--- src/rtl/mips32_pkg.sv ---
// Shared MIPS32 pipeline definitions.
//   WB_REGWRITE / WB_MEMTOREG : bit positions inside the WB control bundle
//   REG_ZERO                  : index of the hard-wired zero register
//   NUM_REGS                  : architectural register count
package mips32_pkg;

  localparam int          WB_REGWRITE = 0;
  localparam int          WB_MEMTOREG = 1;
  localparam logic [4:0]  REG_ZERO    = 5'd0;
  localparam int          NUM_REGS    = 32;

endpackage

--- src/rtl/wb_mux.sv ---
// Write-back value select.
// Ports:
//   mem_to_reg    in   1          1 = load data, 0 = ALU result
//   datoLeido_in  in   SIZE_DATA  load data from MEM/WB
//   direccion_in  in   SIZE_DATA  ALU result from MEM/WB
//   wb_data       out  SIZE_DATA  selected write-back value
module wb_mux #(
  parameter int SIZE_DATA = 32
) (
  input  logic                 mem_to_reg,
  input  logic [SIZE_DATA-1:0] datoLeido_in,
  input  logic [SIZE_DATA-1:0] direccion_in,
  output logic [SIZE_DATA-1:0] wb_data
);

  assign wb_data = mem_to_reg ? datoLeido_in : direccion_in;

endmodule

--- src/rtl/wb_regfile.sv ---
// MIPS32 write-back stage plus architectural register file.
// Selects the write-back value, commits it into the register file, serves two
// combinational read ports and counts committed writes.
// Optional feature macro: WB_BYPASS_EN -- when defined, a read port whose index
// matches the register being written this cycle returns wb_data directly
// (write-before-read); index 0 is never bypassed.
// Ports:
//   clk                   in   1          rising-edge clock
//   rst_n                 in   1          asynchronous active-low reset
//   WB_in                 in   S_WB       [0]=RegWrite, [1]=MemtoReg
//   datoLeido_in          in   SIZE_DATA  load data
//   direccion_in          in   SIZE_DATA  ALU result
//   direccionRegistro_in  in   SIZE_ADDR  destination register
//   rs_addr / rt_addr     in   SIZE_ADDR  read indices
//   rs_data / rt_data     out  SIZE_DATA  read data (combinational)
//   wb_data               out  SIZE_DATA  selected write-back value
//   wb_we                 out  1          effective write enable
//   wr_count              out  CNT_W      committed-write counter (wraps)
module wb_regfile
  import mips32_pkg::*;
#(
  parameter int S_WB      = 2,
  parameter int SIZE_DATA = 32,
  parameter int SIZE_ADDR = 5,
  parameter int CNT_W     = 32
) (
  input  logic                 clk,
  input  logic                 rst_n,
  input  logic [S_WB-1:0]      WB_in,
  input  logic [SIZE_DATA-1:0] datoLeido_in,
  input  logic [SIZE_DATA-1:0] direccion_in,
  input  logic [SIZE_ADDR-1:0] direccionRegistro_in,
  input  logic [SIZE_ADDR-1:0] rs_addr,
  input  logic [SIZE_ADDR-1:0] rt_addr,
  output logic [SIZE_DATA-1:0] rs_data,
  output logic [SIZE_DATA-1:0] rt_data,
  output logic [SIZE_DATA-1:0] wb_data,
  output logic                 wb_we,
  output logic [CNT_W-1:0]     wr_count
);

  localparam int DEPTH = 2**SIZE_ADDR;
  localparam logic [SIZE_ADDR-1:0] ZERO_IDX = SIZE_ADDR'(REG_ZERO);

  logic [SIZE_DATA-1:0] regs [0:DEPTH-1];

  wb_mux #(.SIZE_DATA(SIZE_DATA)) u_wb_mux (
    .mem_to_reg   (WB_in[WB_MEMTOREG]),
    .datoLeido_in (datoLeido_in),
    .direccion_in (direccion_in),
    .wb_data      (wb_data)
  );

  assign wb_we = WB_in[WB_REGWRITE] && (direccionRegistro_in != ZERO_IDX);

  // Entry 0 is only ever cleared; wb_we excludes it as a write target.
  always_ff @(posedge clk or negedge rst_n) begin
    if (!rst_n) begin
      for (int i = 0; i < DEPTH; i++) regs[i] <= '0;
      wr_count <= '0;
    end else if (wb_we) begin
      regs[direccionRegistro_in] <= wb_data;
      wr_count <= wr_count + CNT_W'(1);
    end
  end

  always_comb begin
    rs_data = (rs_addr == ZERO_IDX) ? '0 : regs[rs_addr];
    rt_data = (rt_addr == ZERO_IDX) ? '0 : regs[rt_addr];
`ifdef WB_BYPASS_EN
    // wb_we already implies a nonzero destination, so $0 cannot be bypassed.
    if (wb_we && (rs_addr == direccionRegistro_in)) rs_data = wb_data;
    if (wb_we && (rt_addr == direccionRegistro_in)) rt_data = wb_data;
`endif
  end

endmodule

--- config.mk ---
export PLATFORM = sky130hd
export DESIGN_NAME = wb_regfile
export DESIGN_NICKNAME = d
export VERILOG_FILES = /design/src/rtl/mips32_pkg.sv /design/src/rtl/wb_mux.sv /design/src/rtl/wb_regfile.sv
export SDC_FILE = /design/constraint.sdc
export NUM_CORES = 2
export LEC_CHECK = 0
export ABC_AREA = 1
export BUFFER_PORTS_ARGS = -buffer_cell sky130_fd_sc_hd__buf_2
export CAP_MARGIN = 20
export CORE_UTILIZATION = 40
export DETAILED_ROUTE_END_ITERATION = 10
export SLEW_MARGIN = 40
export SYNTH_ARGS = -nofsm -noshare
export SYNTH_HDL_FRONTEND = slang
export SYNTH_SLANG_ARGS = --single-unit
--- constraint.sdc ---
create_clock -name clk -period 4.3 [get_ports clk]
set_input_delay 0.43 -clock clk [delete_from_list [all_inputs] [get_ports clk]]
set_output_delay 0.43 -clock clk [all_outputs]
set_load 0.01 [all_outputs]
After elaboration in Yosys (flattened, before gate mapping)
Index checks and enable logic that the tools add are counted.
{"block": "word_totals", "out_inout_bits": 129, "regBits": 1056, "wordCells": 58}
{"block": "classes", "reduce_logical": 5, "n_mux": 12, "add_sub_neg": 1, "magnitude_cmp": 4, "bitwise": 3}
{"op": "1024-bit bitwise mux", "n": 1}
{"op": "32-bit binary-select mux with 5-bit select", "n": 2}
{"op": "32-bit two-way mux", "n": 8}
{"op": "32-bit demux with 5-bit select", "n": 1}
{"op": "32-bit by 1-bit adder with 32-bit output (second input constant)", "n": 1}
{"op": "6-bit >= comparator (second input constant)", "n": 3}
{"op": "5-bit inverter with 6-bit output", "n": 3}
{"op": "5-bit logical NOT", "n": 2}
{"op": "6-bit by 1-bit < comparator with 1-bit output (second input constant)", "n": 1}
{"op": "5-bit nonzero test", "n": 1}
{"op": "1-bit logical AND", "n": 2}

Depth between registers and ports, before layout
{"block": "depth", "depth_word": 6, "depth_mapped": 12, "depth_no_buf": 10}

Cells and area by module
From an unflattened synthesis, not the netlist that was laid out.
{"block": "hier_totals", "hier_cells": 8683, "hier_area_um2": 59000.3}
{"mod": "wb_regfile", "seq_area_each_um2": 26425.3, "cells_per_inst": 8579, "area_per_inst_um2": 58508.6, "n_inst": 1}
{"mod": "wb_mux", "seq_area_each_um2": 0.0, "cells_per_inst": 104, "area_per_inst_um2": 491.7, "n_inst": 1}

Least setup slack after synthesis
OpenSTA, ideal clock, no wires.
{"block": "synth_path", "kind": "input to output", "from": "input port rs_addr[0]", "to": "output port rs_data[25]", "cell_stages": 12, "arrival_ps": 1729, "path_slack_ps": 2141, "path_cell_list": "buf_2 -> buf_4 -> buf_4 -> buf_6 -> buf_2 -> nand2_1 -> o211ai_1 -> nand3_1 -> nand3_1 -> nand2_1 -> nand2_1 -> nor2_1"}
{"block": "synth_between", "elab_chain_len": 5, "elab_cells_between_ends": 6, "cone_classes": "mux (4); bitwise (1); reduce/logical (1)"}
{"element": "start: declaration", "line_no": "wb_regfile.sv:33", "text": "input logic [SIZE_ADDR-1:0] rs_addr,"}
{"element": "5-bit inverter with 6-bit output (not written as such)", "line_no": "wb_regfile.sv:68", "text": "rs_data = (rs_addr == ZERO_IDX) ? '0 : regs[rs_addr];"}
{"element": "32-bit binary-select mux with 5-bit select", "line_no": "wb_regfile.sv:68"}
{"element": "32-bit two-way mux (not written as such) (2 in a row)", "line_no": "wb_regfile.sv:68"}
{"element": "32-bit two-way mux (*)", "line_no": "wb_regfile.sv:68"}
{"element": "end: declaration", "line_no": "wb_regfile.sv:35", "text": "output logic [SIZE_DATA-1:0] rs_data,"}
Every way passes the cells marked *; elsewhere a longest branch is shown, timed or not. The select of a mux whose other input is x is not followed.

Final worst setup path
{"block": "layout_path", "from": "input port rt_addr[1]", "to": "output port rt_data[17]"}
{"block": "layout_between", "elab_chain_len": 5, "elab_cells_between_ends": 6, "cone_classes": "mux (4); bitwise (1); reduce/logical (1)"}
{"element": "start: declaration", "line_no": "wb_regfile.sv:34", "text": "input logic [SIZE_ADDR-1:0] rt_addr,"}
{"element": "5-bit inverter with 6-bit output (not written as such)", "line_no": "wb_regfile.sv:69", "text": "rt_data = (rt_addr == ZERO_IDX) ? '0 : regs[rt_addr];"}
{"element": "32-bit binary-select mux with 5-bit select", "line_no": "wb_regfile.sv:69"}
{"element": "32-bit two-way mux (not written as such) (2 in a row)", "line_no": "wb_regfile.sv:69"}
{"element": "32-bit two-way mux (*)", "line_no": "wb_regfile.sv:69"}
{"element": "end: declaration", "line_no": "wb_regfile.sv:36", "text": "output logic [SIZE_DATA-1:0] rt_data,"}
Marked as above.

==> qor.yml <==
outcome:
  outcome: "completed"
finish:
  n_fill_cell: 15000
  final_nets: 8696
  layout-drive-gt1-share_pct: 7.58
  final_area_sq_um: 67400
  utilization_pct: 45.4
  syn_to_final_growth_pct: 12.2
global_routing:
  overflow: 0
  grt_pass1_wl_microns: 369000
  grt_max_degree: 167
  grt_pass1_vias: 56400
  grt_usage_pct: 32.3
  antenna_found_initial: 10
timing:
  slew_headroom_pct: 35.3
  finalCritPeriodShare_pct: 78.7
  max_freq_ghz: 0.295
  layout_setup_ws_ps: 915
  final.setup.tns_ps: 0
  finClkSkew_ps: 8.57
  slew_violations: 0
  finalSetupViolCount: 0
  grt_setup_unrepaired: "no"
  tightest_slew_ps: 971
  period_needed_ps: 3390
  final_hold_viol_count: 0
route:
  vias: 61000
  wl_per_cell_microns: 23.2
  drt-total-wl_microns: 248000
  vias_per_cell: 5.70
  drtAntennaViolNets: 0
  drc: 0
  drtIter0Drc: 8193
  dr.pass1.iters: 8
setup_path:
  timing.rr.start: "wr_count[1]"
  startpoint_type: "input pin"
  required_ps: 3870
  worstRegToRegCells: 9
  critPathCaptureType: "primary output"
  worst-r2r-setup-slack_ps: 2210
  crit_fanout: 76
  crit_arrival_ps: 2960
  r2r-end: "wr_count[22]"
  worstSetupPathType: "in2out"
synthesis:
  synth_mux_area_share_pct: 0
  yosys_warnings: 0
  synth_compound_area_share_pct: 15.5
  synthArstFlopShare_pct: 100
  synth_adder_area_share_pct: 0.0208
  ys.flop_type: "dfrtp_1"
  synth_top_family_by_area: "simple AND/OR/NAND/NOR gates"
  synth.distinct_cells: 28
  yosys.area_share.simple_pct: 31.0
  synth.most_common_cell: "nand2_1"
  syn_nets: 8906
  syn_avg_cell_area_sq_um: 6.81
  synthTopCellsByArea: "dfrtp_1 (44%), nand2_1 (18%), nand3_1 (7.8%)"
  synth_seq_cells: 1056
  synthesis.area_sq_um: 60100
  yosys.area.top_type_share_pct: 44.0
  syn_inst: 8822
  netlist_top_cells_count: "nand2_1 (2917), dfrtp_1 (1056), nand3_1 (935)"
  synth_xor_area_share_pct: 0.262
  synth_seq_area_share_pct: 44.0
  synth-edff-count: 0
  synth_top_area_cell: "dfrtp_1"
place:
  hpwl_microns: 144000
  place_area_sq_um: 63000
  gp_congestion: 0.882
  place_ws_ps: 1030
  port_buffers: 211
clocking:
  max-clock-path-buffers: 3
  path_clk_slew_ps: 60
  postCtsSetupBuffers: 0
  post_cts_resized: 0
  tritoncts: "done"
  clock_sinks: 1056
  h-tree-depth: 4
  clock-root-buffer: "clkbuf_16"
  clock_latency_ps: 780
  numCtsBuffers: 130
  ctsHoldBuffers: 1
floorplanning:
  num_rows: 141
  die_area_sq_um: 152000
  die_h_microns: 390
  ios: 212
  initial_utilization_pct: 40.5
  core_area_sq_um: 148000
  die_w_microns: 390
run:
  drv_cap: 0
pwr:
  leakagePower_nw: 31.9
  ir_worst_vdd_v: 0.000398
  power_density_nw_per_um2: 474
min_path:
  whs_path_depth: 5
  hold_class: "in2reg"
  worstHoldStart: "direccion_in[9]"
  whs_endpoint: "regs[73]"
-- area by class of cell --
class	count	area, sq um	area share (%)
clock inverter	38	464	0.689
timing repair buffer	397	3290	4.89
antenna	2	5.00	0.00743
multi-input combinational	6354	28300	42.0
tap	2002	2500	3.72
sequential	1056	26400	39.2
clock buffer	187	3840	5.70
inverter	673	2560	3.80
-- worst max-delay path: stages --
cell and delay [ps]:
buf_8 250, inv_8 330, buf_4 420, nand3_1 160, nand3_1 90, nand2_1 90, nand2_1 50, nand3_1 90
nand2_1 70, nor2_1 530, buf_2 340
-- worst max-delay path by stage --
stage,startpoint,to,slack [ps],cells after the start
6_report,rt_addr[1],rt_data[17],910,11
5_1_grt,rt_addr[1],rt_data[17],860,11
4_1_cts,rt_addr[2],rt_data[3],1030,10
3_5_place_dp,rt_addr[2],rt_data[3],1030,10
3_3_place_gp,rt_addr[1],rt_data[17],1010,11
2_1_floorplan,rs_addr[0],rs_data[25],2140,12
-- through the flow --
stage	cells	power, W	hold slack [ps]
after global placement	10500	0.0204	365
after detailed placement	10500	0.0206	354
after floorplan	8822	0.0182	134
after CTS	10700	0.0320	68.4
after global routing	10700	0.0336	158
final	10700	0.0320	113
-- metal layers --
metal	up-vias	wire [microns]	share of wire, %	GRT usage [%]
met4	6	12000	4.8	14.5
met2	3590	107000	43	48.9
met3	635	26900	11	6.41
met5	-	41	0.017	0
li1	27900	-	-	-
met1	28900	102000	41	44.5
-- where the power goes --
group | switching [W] | internal, W | total (W)
clock network | 0.00455 | 0.00678 | 0.0113
logic | 0.00457 | 0.00241 | 0.00698
registers | 0.00144 | 0.0122 | 0.0137
total | 0.0106 | 0.0214 | 0.0320
-- cells by family (layout without fill, tap and decap cells) --
group / Yosys count / count (layout)
simple gates: 4592 / 4592
compound gates: 1743 / 1743
buf+inv: 1412 / 1295
flops: 1056 / 1056
xor+xnor: 18 / 18
fa+ha+maj: 1 / 1
other cells: 0 / 2
-- registers in the layout (all words and copies together) (netlist names) --
register / count
wr_count: 32
regs: 1024
-- placed cells by master, fill, tap and decap left out, types with 11 or more instances in the layout --
cell type	count
o211ai_1	230
clkbuf_16	136
nor3_1	14
dfrtp_1	1056
nand2_1	2910
inv_1	656
clkinv_2	22
nor2_4	32
inv_2	11
a21oi_1	588
o21ai_0	877
nor2_1	669
buf_2	202
o21ai_1	48
xor2_1	15
buf_12	57
buf_4	127
clkbuf_1	25
nand3_1	933
clkbuf_8	27
Power figures use the tool's default switching activity.
